`src/rtl/ahb_pkg.sv`:
```
// Shared AHB types and helpers for the master-side multiplexer and its burst tracker.
package ahb_pkg;

    localparam int MASTER_W = 4;

    typedef enum logic [1:0] {
        IDLE   = 2'b00,
        BUSY   = 2'b01,
        NONSEQ = 2'b10,
        SEQ    = 2'b11
    } htrans_t;

    typedef enum logic [2:0] {
        SINGLE = 3'd0,
        INCR   = 3'd1,
        WRAP4  = 3'd2,
        INCR4  = 3'd3,
        WRAP8  = 3'd4,
        INCR8  = 3'd5,
        WRAP16 = 3'd6,
        INCR16 = 3'd7
    } hburst_t;

    // Zero means the burst has no fixed length (SINGLE or INCR).
    function automatic logic [4:0] burst_beats(input hburst_t b);
        case (b)
            WRAP4, INCR4:   return 5'd4;
            WRAP8, INCR8:   return 5'd8;
            WRAP16, INCR16: return 5'd16;
            default:        return 5'd0;
        endcase
    endfunction

endpackage

```
`src/rtl/ahb_burst_tracker.sv`:
```
// Counts accepted burst beats and pulses burst_abort when a fixed-length burst
// is cut short by a handover, a fresh NONSEQ or an IDLE.
module ahb_burst_tracker
    import ahb_pkg::*;
(
    input  logic       clk,
    input  logic       rst,
    input  logic       hready,
    input  logic       master_change,
    input  logic [1:0] htrans,
    input  logic [2:0] hburst,
    output logic [4:0] beat_cnt,
    output logic       burst_abort
);

    logic [4:0] burst_len;
    htrans_t    tr;
    logic       mid_burst;
    logic       abort_now;

    // Detection looks only at pre-edge state; the new transfer loads in the same edge.
    always_comb begin
        tr        = htrans_t'(htrans);
        mid_burst = (burst_len != 5'd0) && (beat_cnt != 5'd0) && (beat_cnt < burst_len);
        abort_now = mid_burst && (master_change || tr == NONSEQ || tr == IDLE);
    end

    always_ff @(posedge clk) begin
        if (rst) begin
            beat_cnt    <= '0;
            burst_len   <= '0;
            burst_abort <= 1'b0;
        end else begin
            burst_abort <= 1'b0;
            if (hready) begin
                burst_abort <= abort_now;
                case (tr)
                    NONSEQ: begin
                        beat_cnt  <= 5'd1;
                        burst_len <= burst_beats(hburst_t'(hburst));
                    end
                    SEQ: begin
                        if (beat_cnt < 5'd16) beat_cnt <= beat_cnt + 5'd1;
                    end
                    IDLE:    beat_cnt <= '0;
                    default: ;
                endcase
            end
        end
    end

endmodule

```
`src/rtl/ahb_master_mux.sv`:
```
// Shared AHB address/control/write-data mux driven by the arbiter's HMASTER,
// with the registered data-phase owner and burst beat tracking.
module ahb_master_mux
    import ahb_pkg::*;
#(
    parameter int NMASTERS = 16,
    parameter int AW       = 32,
    parameter int DW       = 32
) (
    input  logic                   HCLK,
    input  logic                   HRESET,
    input  logic [MASTER_W-1:0]    HMASTER,
    input  logic                   HMASTLOCK,
    input  logic                   HREADY,
    input  logic [NMASTERS*AW-1:0] HADDRx,
    input  logic [NMASTERS*2-1:0]  HTRANSx,
    input  logic [NMASTERS-1:0]    HWRITEx,
    input  logic [NMASTERS*3-1:0]  HSIZEx,
    input  logic [NMASTERS*3-1:0]  HBURSTx,
    input  logic [NMASTERS*DW-1:0] HWDATAx,
    output logic [AW-1:0]          HADDR,
    output logic [1:0]             HTRANS,
    output logic                   HWRITE,
    output logic [2:0]             HSIZE,
    output logic [2:0]             HBURST,
    output logic                   HMASTLOCK_S,
    output logic [DW-1:0]          HWDATA,
    output logic [MASTER_W-1:0]    HMASTER_D,
    output logic                   DPHASE_VALID,
    output logic [4:0]             BEAT_CNT,
    output logic                   BURST_ABORT
);

    logic [1:0] trans_sel;
    logic       master_change;

    // An HMASTER value with no matching slot leaves every field at its idle default.
    always_comb begin
        HADDR     = '0;
        trans_sel = IDLE;
        HWRITE    = 1'b0;
        HSIZE     = '0;
        HBURST    = '0;
        for (int i = 0; i < NMASTERS; i++) begin
            if (HMASTER == i[MASTER_W-1:0]) begin
                HADDR     = HADDRx[i*AW +: AW];
                trans_sel = HTRANSx[i*2 +: 2];
                HWRITE    = HWRITEx[i];
                HSIZE     = HSIZEx[i*3 +: 3];
                HBURST    = HBURSTx[i*3 +: 3];
            end
        end
        HTRANS      = HRESET ? IDLE : trans_sel;
        HMASTLOCK_S = HMASTLOCK && !HRESET;
    end

    // HREADY high completes the current data phase and accepts the pending address
    // phase; HREADY low is a wait state, so the data-phase owner holds.
    always_ff @(posedge HCLK) begin
        if (HRESET) begin
            HMASTER_D    <= '0;
            DPHASE_VALID <= 1'b0;
        end else if (HREADY) begin
            HMASTER_D    <= HMASTER;
            DPHASE_VALID <= (HTRANS == NONSEQ) || (HTRANS == SEQ);
        end
    end

    always_comb begin
        HWDATA = '0;
        for (int i = 0; i < NMASTERS; i++) begin
            if (DPHASE_VALID && HMASTER_D == i[MASTER_W-1:0]) HWDATA = HWDATAx[i*DW +: DW];
        end
    end

    assign master_change = (HMASTER != HMASTER_D);

    ahb_burst_tracker u_burst_tracker (
        .clk           (HCLK),
        .rst           (HRESET),
        .hready        (HREADY),
        .master_change (master_change),
        .htrans        (HTRANS),
        .hburst        (HBURST),
        .beat_cnt      (BEAT_CNT),
        .burst_abort   (BURST_ABORT)
    );

endmodule

```
`config.mk`:
```
export PLATFORM = sky130hd
export DESIGN_NAME = ahb_master_mux
export DESIGN_NICKNAME = d
export VERILOG_FILES = /design/src/rtl/ahb_pkg.sv /design/src/rtl/ahb_burst_tracker.sv /design/src/rtl/ahb_master_mux.sv
export SDC_FILE = /design/constraint.sdc
export NUM_CORES = 1
export LEC_CHECK = 0
export CAP_MARGIN = 15
export CORE_AREA = 2 2 484 486
export DETAILED_ROUTE_END_ITERATION = 7
export DIE_AREA = 0 0 486 488
export PLACE_DENSITY_LB_ADDON = 0.08
export SYNTH_ARGS = -nofsm -noshare
export SYNTH_HDL_FRONTEND = slang
export SYNTH_SLANG_ARGS = --single-unit
```
`constraint.sdc`:
```
create_clock -name HCLK -period 3.26 [get_ports HCLK]
set_input_delay 0.815 -clock HCLK [delete_from_list [all_inputs] [get_ports HCLK]]
set_output_delay 0.815 -clock HCLK [all_outputs]
set_load 0.05 [all_outputs]
```
==> qor_table.md, run 1 <==
| Result | This run | Unit |
|:---|:---|:---|
| Vias per Instance | 3.527 | - |
| Area of the multi-input gates | 14130 | um2 |
| Global route overflow | 0 | - |
| Clock Pin Slew Worst Setup and Hold Paths | 0.05 | ns |
| Type of destination of the critical path | output port | - |
| Post-Route Skew | 0.0006833 | ns |
| Fraction of the cycle the final worst path needs | 1.124 | - |
| Run status | finished, violations left | - |
| Ys Warns | 0 | - |
| CTS H-Tree Depth | 1 | - |
| Die span in y | 488 | um |
| Die Wd | 486 | um |
| Total routing usage reported by global routing | 0.1706 | - |
| Slowest stage cell on the critical path | a222oi_1 | - |
| FF-to-FF Start | HMASTER_D[0]$_SDFFE_PP0P_ | - |
| Pin count of the biggest net entering global routing | 45 | - |
| Dominant cells by area after synthesis | mux2i_1 (8.6%), a21oi_1 (8.1%), o21ai_0 (6.6%) | - |
| Post-synth top area share | 0.08646 | - |
| Sort of element at the start of the critical path | primary input | - |
| Sequential fraction of the synthesis area | 0.02350 | - |
| Top Ports | 1261 | - |
| Cell internal pwr | 0.003498 | W |
| Total clock buffers created by CTS | 3 | - |
| Number of hold violations in the final report | 0 | - |
| Clock tree from TritonCTS | built | - |
| Std-Cell Rows | 177 | - |
| Count of hold buffers inserted by post-cts repair | 0 | - |
| Fin nets | 4816 | - |
| Residual antenna-violating net count after detailed routing | 0 | - |
| Setup slack on the worst flop-to-flop path | 1.66 | ns |
| Startpoint of the most critical hold path | u_burst_tracker.burst_len[2]$_SDFFE_PP0P_ | - |
| Share of async-settable or async-resettable flops after synthesis | 0 | - |
| Filler Cells Inserted | 26230 | - |
| Library cell appearing most often on the critical path | buf_12 | - |
| Type of the setup path with the least slack | primary input to output port | - |
| Fraction of layout instances using a drive strength above 1 | 0.3869 | - |
| Total clock sinks | 14 | - |
| Static leakage | 14.52 | nW |
| Detailed-route wire length | 214.1 | mm |
| Critical path's largest stage delay | 0.36 | ns |
| Switching pwr | 0.002774 | W |
| WP buf/inv | 8 | - |
| Uppermost layer routed | met5 | - |
| Setup_tns | -15.35 | ns |
| DRC | 0 | - |
| Most common library cell in the layout ignoring fill and taps | clkdlybuf4s50_1 | - |
| Post-synthesis sequential element count | 14 | - |
| Util after Layout | 0.1734 | - |
| Register Area | 299.0 | um2 |
| Sum of routed wire segments on met1 | 76.10 | mm |
| Placeable core area | 231900 | um2 |
| Setup Viol. Count Final | 79 | - |
| Number of instances in the synthesized netlist | 1788 | - |
| Relative slew slack | 0.3906 | - |
| Final period demand of the worst path | 3.665 | ns |
| Clock share of power | 0.038 | - |
| Maximum root-to-sink buffer count | 2 | - |
| Initial antenna violation count | 119 | - |
| Post-synthesis net count | 2972 | - |
| Transition time of the tightest slew-check pin | 0.9141 | ns |
| Clock latency on the worst-skew pair | 0.25 | ns |
| Library cells used by synthesis | 80 | - |
| Number of cells traversed by the worst register-to-register path | 6 | - |
| Detailed-router iteration count before antenna repair | 8 | - |
| Part of the power in registers | 0.030 | - |
| Detail Route met2 WL | 121.0 | mm |
| Cell breakdown of the critical path | buf_16 -> buf_4 -> buf_8 -> inv_8 -> buf_12 -> nor3_4 -> buf_12 -> clkbuf_16 -> a21o_1 -> a222oi_1 -> a31oi_4 -> o22a_2 -> buf_12 | - |
| Hold path depth | 2 | - |
| Post-route worst hold slack | 0.4743 | ns |
| Combinational share of power | 0.931 | - |
| Vias in the first global route | 25800 | - |
| Count of input and output buffers | 1260 | - |
| Pwr dens | 155.9 | nW/um2 |
| Starting density of the core | 0.05142 | - |
| Leading register cell type out of synthesis | dfxtp_1 | - |
| Final GP Congestion | 0.8174 | - |
| Mapped Area | 11920 | um2 |
| DRC violation total after the first TritonRoute iteration | 1003 | - |
| Number of synthesized flops with an enable pin | 0 | - |
| Setup repair after global routing missed its margin | yes | - |
| Library cell used as clock root buffer | clkbuf_16 | - |
| Required time of the worst setup path | 2.44 | ns |
| IR Drop Worst-Case VDD | 0.1206 | mV |
| Count of pins over their slew limit | 0 | - |
| Max Clock Freq | 272.8 | MHz |
| Largest delay contributor family on the critical path | buffers and inverters | - |
| Post-DP HPWL | 189.0 | mm |
| Reg2reg end | u_burst_tracker.burst_abort$_SDFF_PP0_ | - |
| Detailed-route wire length per cell | 31.98 | um |
| Via count of the routed design | 23610 | - |
| Slack of the critical path | -0.4051 | ns |
| Endpoint of the worst hold path | u_burst_tracker.burst_len[2]$_SDFFE_PP0P_ | - |
| Crit-path max FO | 6 | - |
| Die Footprint | 237200 | um2 |
| Synth Area per Inst | 6.669 | um2 |
| Metal3 WL | 13.04 | mm |
| Path type of the worst min-delay path | flip-flop to flip-flop | - |
| Area growth from synthesis to layout | 237.3 | % |
| Failing checks | negative setup slack | - |
| Proportion of total power due to net switching | 0.4423 | - |
| Max-Cap Viols | 0 | - |
| First-pass GRT wire length | 268.3 | mm |
| Dominant cell type by area after synthesis | mux2i_1 | - |
| Arr. time, crit path | 2.85 | ns |
| Most frequent cells in the layout | clkdlybuf4s50_1 (1147), buf_4 (460), buf_12 (175), buf_6 (150), nor2_1 (132) | - |
worst max path at each step:
stage | startpoint | end | slack [ns] | cells past startpoint
after floorplan | HMASTER[1] | u_burst_tracker.beat_cnt[3]$_SDFFE_PP0P_ | -0.1 | 13
after global placement | HMASTER[1] | HADDR[27] | -1.13 | 11
after detailed placement | HMASTER[1] | HADDR[27] | -1.12 | 11
after CTS | HMASTER[1] | HADDR[0] | -0.45 | 11
after global routing | HMASTER[1] | HADDR[0] | -0.50 | 11
final | HMASTER[0] | HADDR[11] | -0.41 | 13
metal layers:
| layer | vias up | GRT usage |
|---|---|---|
| met5 | - | 0 |
| met3 | 238 | 0.04120 |
| met1 | 11390 | 0.1738 |
| met4 | 102 | 0.02127 |
| met2 | 1026 | 0.3510 |
| li1 | 10860 | - |
sequential cells by signal, indices dropped and copies added (netlist names):
name                         cells
DPHASE_VALID                     1
u_burst_tracker.burst_abort      1
u_burst_tracker.beat_cnt         5
HMASTER_D                        4
u_burst_tracker.burst_len        3
power by group through the flow:
stage | clock network [W] | registers [W] | logic [W]
2_1_floorplan | 0 | 0.000205 | 0.00158
3_3_place_gp | 0 | 0.000197 | 0.00512
3_5_place_dp | 0 | 0.000197 | 0.00511
4_1_cts | 0.000251 | 0.000192 | 0.00580
5_1_grt | 0.000262 | 0.000193 | 0.00615
6_report | 0.000240 | 0.000191 | 0.00584
worst reg2reg max path, stage by stage (launching register included):
cell and delay, ns:
dfxtp_4 0.40, buf_12 0.17, buf_6 0.14, buf_4 0.14
buf_4 0.20, a2111oi_4 0.31, a31oi_1 0.12
cells in the mapped netlist (11+ instances only):
cell type,count
a211oi_1,16
a21o_1,24
a21oi_1,194
a221oi_1,37
a222oi_1,20
a22o_1,22
a22oi_1,67
a31oi_1,24
a32oi_1,16
buf_2,73
buf_4,26
clkbuf_1,78
dfxtp_1,14
inv_1,13
mux2_2,30
mux2i_1,103
mux4_2,35
nand2_1,162
nand2b_1,39
nand3_1,21
nand4_1,11
nor2_1,161
nor2b_1,26
nor3_1,36
o211ai_1,29
o21a_1,23
o21ai_0,158
o221ai_1,51
o22a_1,26
o22ai_1,94
timing repair:
item                       4_1_cts  5_1_grt
resized for setup              751      214
buffers inserted               173       91
pin swaps                      228      186
setup endpoints to repair       83       82
gates cloned                    10        5
final cells by class:
class | instances | share of cell area
inverters | 16 | 0.002209
clock buffers | 4 | 0.001960
well taps | 3043 | 0.09467
diodes | 21 | 0.001307
multi-input cells | 1562 | 0.3515
flip-flops and latches | 14 | 0.007436
repair buffers | 2035 | 0.5409
kinds of logic (layout without fill, tap and decap cells):
logic type | after synthesis | in the layout | share of synthesized area
and+or+nand+nor | 505 | 505 | 0.1988
xor gates and xnor gates | 2 | 2 | 0.001469
adders and majority gates | 8 | 8 | 0.008395
muxes | 169 | 169 | 0.1818
DFF | 14 | 14 | 0.02350
AOI/OAI and AO/OA | 878 | 878 | 0.4982
other | 0 | 21 | 0
buffers and inverters | 212 | 2055 | 0.08772
per-stage QoR:
| stage | instance area [um2] | std cells | setup WS (ns) | power (W) |
|---|---|---|---|---|
| after floorplan | 12510 | 1788 | -0.09570 | 0.001783 |
| after global placement | 33810 | 6451 | -1.131 | 0.005321 |
| after detailed placement | 33810 | 6451 | -1.125 | 0.005307 |
| after CTS | 38630 | 6606 | -0.4520 | 0.006245 |
| after global routing | 40190 | 6683 | -0.4960 | 0.006601 |
| final | 40220 | 6695 | -0.4051 | 0.006271 |
(Power assumes the default switching activity.)
==> run 2, diff against run 1 <==
Settings changed: GPL_TIMING_DRIVEN from default to 0, HOLD_SLACK_MARGIN from default to 0.06.
==> run 2 against run 1 <==
Effect of this change: the flow still finishes with violations (negative setup slack); via count grew 0.21%; sequential power is essentially flat; final cell count shrank 3.5%; global-route usage grew 3.6 points; clock skew is essentially flat; design area shrank 5.1%; sequential cell count is the same; utilization shrank 0.89 points; fmax shrank 4.0%.
==> qor_table.md, run 2 (synthesis gave the netlist of run 1 again) <==
| Result | This run | Unit | vs previous |
|:---|:---|:---|:---|
| Run status | finished, violations left | - | unchanged |
| Failing checks | negative setup slack | - | unchanged |
| Final GP Congestion | 0.8260 | - | was 0.8174 |
| Top Ports | 1261 | - | unchanged |
| Max FFs per register | 5 | - | unchanged |
| Number of hold violations in the final report | 0 | - | unchanged |
| Sort of element at the start of the critical path | primary input | - | unchanged |
| Largest registers in the final layout | u_burst_tracker.beat_cnt (5), HMASTER_D (4), u_burst_tracker.burst_len (3) | - | unchanged |
| Vias in the first global route | 25620 | - | was 25800 |
| Count of pins over their slew limit | 0 | - | unchanged |
| DRC | 0 | - | unchanged |
| Library cell used as clock root buffer | clkbuf_16 | - | unchanged |
| Residual antenna-violating net count after detailed routing | 0 | - | unchanged |
| Count of hold buffers inserted by post-cts repair | 0 | - | unchanged |
| Maximum root-to-sink buffer count | 2 | - | unchanged |
| Reg2reg end | u_burst_tracker.burst_abort$_SDFF_PP0_ | - | unchanged |
| Worst Setup EP | HADDR[21] | - | was HADDR[11] |
| Setup Viol. Count Final | 82 | - | was 79 |
| Setup slack on the worst flop-to-flop path | 0.89 | ns | was 1.66 ns |
| Slack of the critical path | -0.5592 | ns | was -0.4051 ns |
| Fin nets | 4570 | - | was 4816 |
| Area growth from synthesis to layout | 219.9 | % | was 237.3% |
| Most frequent cells in the layout | clkdlybuf4s50_1 (1169), buf_4 (182), buf_6 (152), a21oi_1 (128), nor2_1 (125) | - | was clkdlybuf4s50_1 (1147), buf_4 (460), buf_12 (175), buf_6 (150), nor2_1 (132) |
| Combinational share of power | 0.928 | - | was 0.931 |
| Clock share of power | 0.042 | - | was 0.038 |
| Total clock buffers created by CTS | 3 | - | unchanged |
| First-pass GRT wire length | 312.3 | mm | was 268.3 mm |
| Static leakage | 13.26 | nW | was 14.52 nW |
| Required time of the worst setup path | 2.44 | ns | about the same |
| Global route overflow | 0 | - | unchanged |
| Proportion of total power due to net switching | 0.4833 | - | was 0.4423 |
| Post-Route Skew | 0.001022 | ns | was 0.0006833 ns |
| Total routing usage reported by global routing | 0.2064 | - | was 0.1706 |
| Switching pwr | 0.003082 | W | was 0.002774 W |
| Starting density of the core | 0.05142 | - | unchanged |
| Final period demand of the worst path | 3.819 | ns | was 3.665 ns |
| Sum of routed wire segments on met1 | 88.67 | mm | was 76.10 mm |
| Area of the multi-input gates | 14010 | um2 | was 14130 um2 |
| Count of input and output buffers | 1257 | - | was 1260 |
| Detailed-route wire length per cell | 39.78 | um | was 31.98 um |
| Max Clock Freq | 261.8 | MHz | was 272.8 MHz |
| Crit. Startpoint | HMASTER[3] | - | was HMASTER[0] |
| Die Footprint | 237200 | um2 | unchanged |
| Clock Pin Slew Worst Setup and Hold Paths | 0.05 | ns | about the same |
| Transition time of the tightest slew-check pin | 1.118 | ns | was 0.9141 ns |
| Path type of the worst min-delay path | flip-flop to flip-flop | - | unchanged |
| Filler Cells Inserted | 26260 | - | was 26230 |
| Post-DP HPWL | 217.9 | mm | was 189.0 mm |
| Fraction of the cycle the final worst path needs | 1.172 | - | was 1.124 |
| Cell breakdown of the critical path | buf_8 -> buf_8 -> buf_8 -> nand2b_4 -> buf_12 -> nor2_4 -> buf_6 -> a21o_1 -> a222oi_1 -> a31oi_2 -> o22a_2 -> buf_8 | - | was buf_16 -> buf_4 -> buf_8 -> inv_8 -> buf_12 -> nor3_4 -> buf_12 -> clkbuf_16 -> a21o_1 -> a222oi_1 -> a31oi_4 -> o22a_2 -> buf_12 |
| Setup repair after global routing missed its margin | yes | - | unchanged |
| Worst slack at placement | -3.478 | ns | was -1.125 ns |
| Arr. time, crit path | 3.00 | ns | was 2.85 ns |
| Placement Cell Area | 29370 | um2 | was 33810 um2 |
| Part of the power in registers | 0.030 | - | about the same |
| Clock tree from TritonCTS | built | - | unchanged |
| Clock latency on the worst-skew pair | 0.25 | ns | about the same |
| Uppermost layer routed | met5 | - | unchanged |
| Die Wd | 486 | um | unchanged |
| Detail Route met2 WL | 144.2 | mm | was 121.0 mm |
| Total clock sinks | 14 | - | unchanged |
| Relative slew slack | 0.2547 | - | was 0.3906 |
| Metal3 WL | 14.59 | mm | was 13.04 mm |
| Critical path's largest stage delay | 0.53 | ns | was 0.36 ns |
| Crit-path max FO | 6 | - | unchanged |
| Detailed-router iteration count before antenna repair | 8 | - | unchanged |
| Number of cells traversed by the worst register-to-register path | 6 | - | unchanged |
| Type of destination of the critical path | output port | - | unchanged |
| Fraction of layout instances using a drive strength above 1 | 0.3421 | - | was 0.3869 |
| Std-Cell Rows | 177 | - | unchanged |
| Library cell appearing most often on the critical path | buf_8 | - | was buf_12 |
| Most common library cell in the layout ignoring fill and taps | clkdlybuf4s50_1 | - | unchanged |
| Pwr dens | 167.2 | nW/um2 | was 155.9 nW/um2 |
| Slowest stage cell on the critical path | a222oi_1 | - | unchanged |
| Vias per Instance | 3.664 | - | was 3.527 |
| Detailed-route wire length | 256.9 | mm | was 214.1 mm |
| Post-route standard cell area excluding fillers | 38150 | um2 | was 40220 um2 |
| Initial antenna violation count | 123 | - | was 119 |
| Pin count of the biggest net entering global routing | 11 | - | was 45 |
| CTS H-Tree Depth | 1 | - | unchanged |
| Via count of the routed design | 23660 | - | was 23610 |
| Cell internal pwr | 0.003295 | W | was 0.003498 W |
| Largest reg by FF count | u_burst_tracker.beat_cnt | - | unchanged |
| Placeable core area | 231900 | um2 | unchanged |
| Type of the setup path with the least slack | primary input to output port | - | unchanged |
| IR Drop Worst-Case VDD | 0.1253 | mV | was 0.1206 mV |
| Max-Cap Viols | 0 | - | unchanged |
| FF-to-FF Start | HMASTER_D[0]$_SDFFE_PP0P_ | - | unchanged |
| Register Area | 299.0 | um2 | unchanged |
| Die span in y | 488 | um | unchanged |
| DRC violation total after the first TritonRoute iteration | 1110 | - | was 1003 |
==> run 2: cell count changes in the layout (fill, tap and decap cells not counted), moves of 16 or more <==
cell | before | now
buf_12 | 175 | 93
buf_16 | 15 | 31
buf_4 | 460 | 182
buf_8 | 43 | 71
clkbuf_4 | 0 | 20
clkbuf_8 | 0 | 19
clkdlybuf4s50_1 | 1147 | 1169
dlygate4sd2_1 | 31 | 8
==> run 2: power groups by stage <==
stage | registers (W) | logic [W] | clock network, W
floorplan | 0.000205 | 0.00158 | 0
global placement | 0.000196 | 0.00474 | 0
global route | 0.000194 | 0.00615 | 0.000280
finish | 0.000191 | 0.00592 | 0.000269
detailed placement | 0.000196 | 0.00479 | 0
CTS | 0.000193 | 0.00588 | 0.000272
==> run 2: through the flow <==
| stage | utilization | TNS [ns] | cells | hold WS, ns | power (W) |
|---|---|---|---|---|---|
| finish | 0.1645 | -26.77 | 6458 | 0.4783 | 0.006377 |
| global route | 0.1644 | -32.86 | 6446 | 0.4998 | 0.006629 |
| CTS | 0.1588 | -30.28 | 6366 | 0.4696 | 0.006344 |
| detailed placement | 0.1267 | -208.50 | 6121 | 0.4640 | 0.004988 |
| global placement | 0.1246 | -245.90 | 6088 | 0.4685 | 0.004937 |
| floorplan | - | -0.7492 | 1788 | 0.4390 | 0.001783 |
==> run 2: worst min path at each step <==
stage                                                      endpoint                                      start  slack [ns]  depth (start not counted)
final                     u_burst_tracker.burst_len[3]$_SDFFE_PP0P_  u_burst_tracker.burst_len[3]$_SDFFE_PP0P_        0.48                          2
after global placement    u_burst_tracker.burst_len[3]$_SDFFE_PP0P_  u_burst_tracker.burst_len[3]$_SDFFE_PP0P_        0.47                          2
after detailed placement  u_burst_tracker.burst_len[2]$_SDFFE_PP0P_  u_burst_tracker.burst_len[2]$_SDFFE_PP0P_        0.46                          2
after global routing      u_burst_tracker.burst_len[3]$_SDFFE_PP0P_  u_burst_tracker.burst_len[3]$_SDFFE_PP0P_        0.50                          2
after CTS                 u_burst_tracker.burst_len[2]$_SDFFE_PP0P_  u_burst_tracker.burst_len[2]$_SDFFE_PP0P_        0.47                          2
after floorplan           u_burst_tracker.burst_len[2]$_SDFFE_PP0P_  u_burst_tracker.burst_len[2]$_SDFFE_PP0P_        0.44                          2
==> run 2: final cells by class <==
class / count / area share
inverter: 16 / 0.002362
multi-input combinational: 1562 / 0.3672
clock buffer: 4 / 0.002329
buffer: 187 / 0.07754
antenna: 30 / 0.001968
sequential: 14 / 0.007839
tap: 3043 / 0.09981
timing repair buffer: 1602 / 0.4409
==> run 2: critical path, delay by kind of cell <==
family	cells	cell delay, ns
compound gates	4	1.21
buf+inv	6	0.71
simple gates	2	0.24
==> run 2: metal layers <==
| metal | up-vias | global-route usage |
|---|---|---|
| met5 | - | 0 |
| met4 | 92 | 0.05725 |
| met3 | 333 | 0.04431 |
| met2 | 1213 | 0.4216 |
| met1 | 11640 | 0.2046 |
| li1 | 10390 | - |
==> run 2: what timing repair did <==
| item | CTS | global route |
|---|---|---|
| gates resized for setup | 1653 | 172 |
| setup buffers | 237 | 74 |
| hold endpoints to repair | 0 | 0 |
| setup endpoints to repair | 86 | 83 |
| pin swaps | 234 | 185 |
| gates cloned | 12 | 3 |
==> run 3, diff against run 2 <==
Settings changed: CTS_CLUSTER_DIAMETER from default to 60.
==> results of run 3 <==
The final DEF is identical to that of run 2; final timing and power are the same.
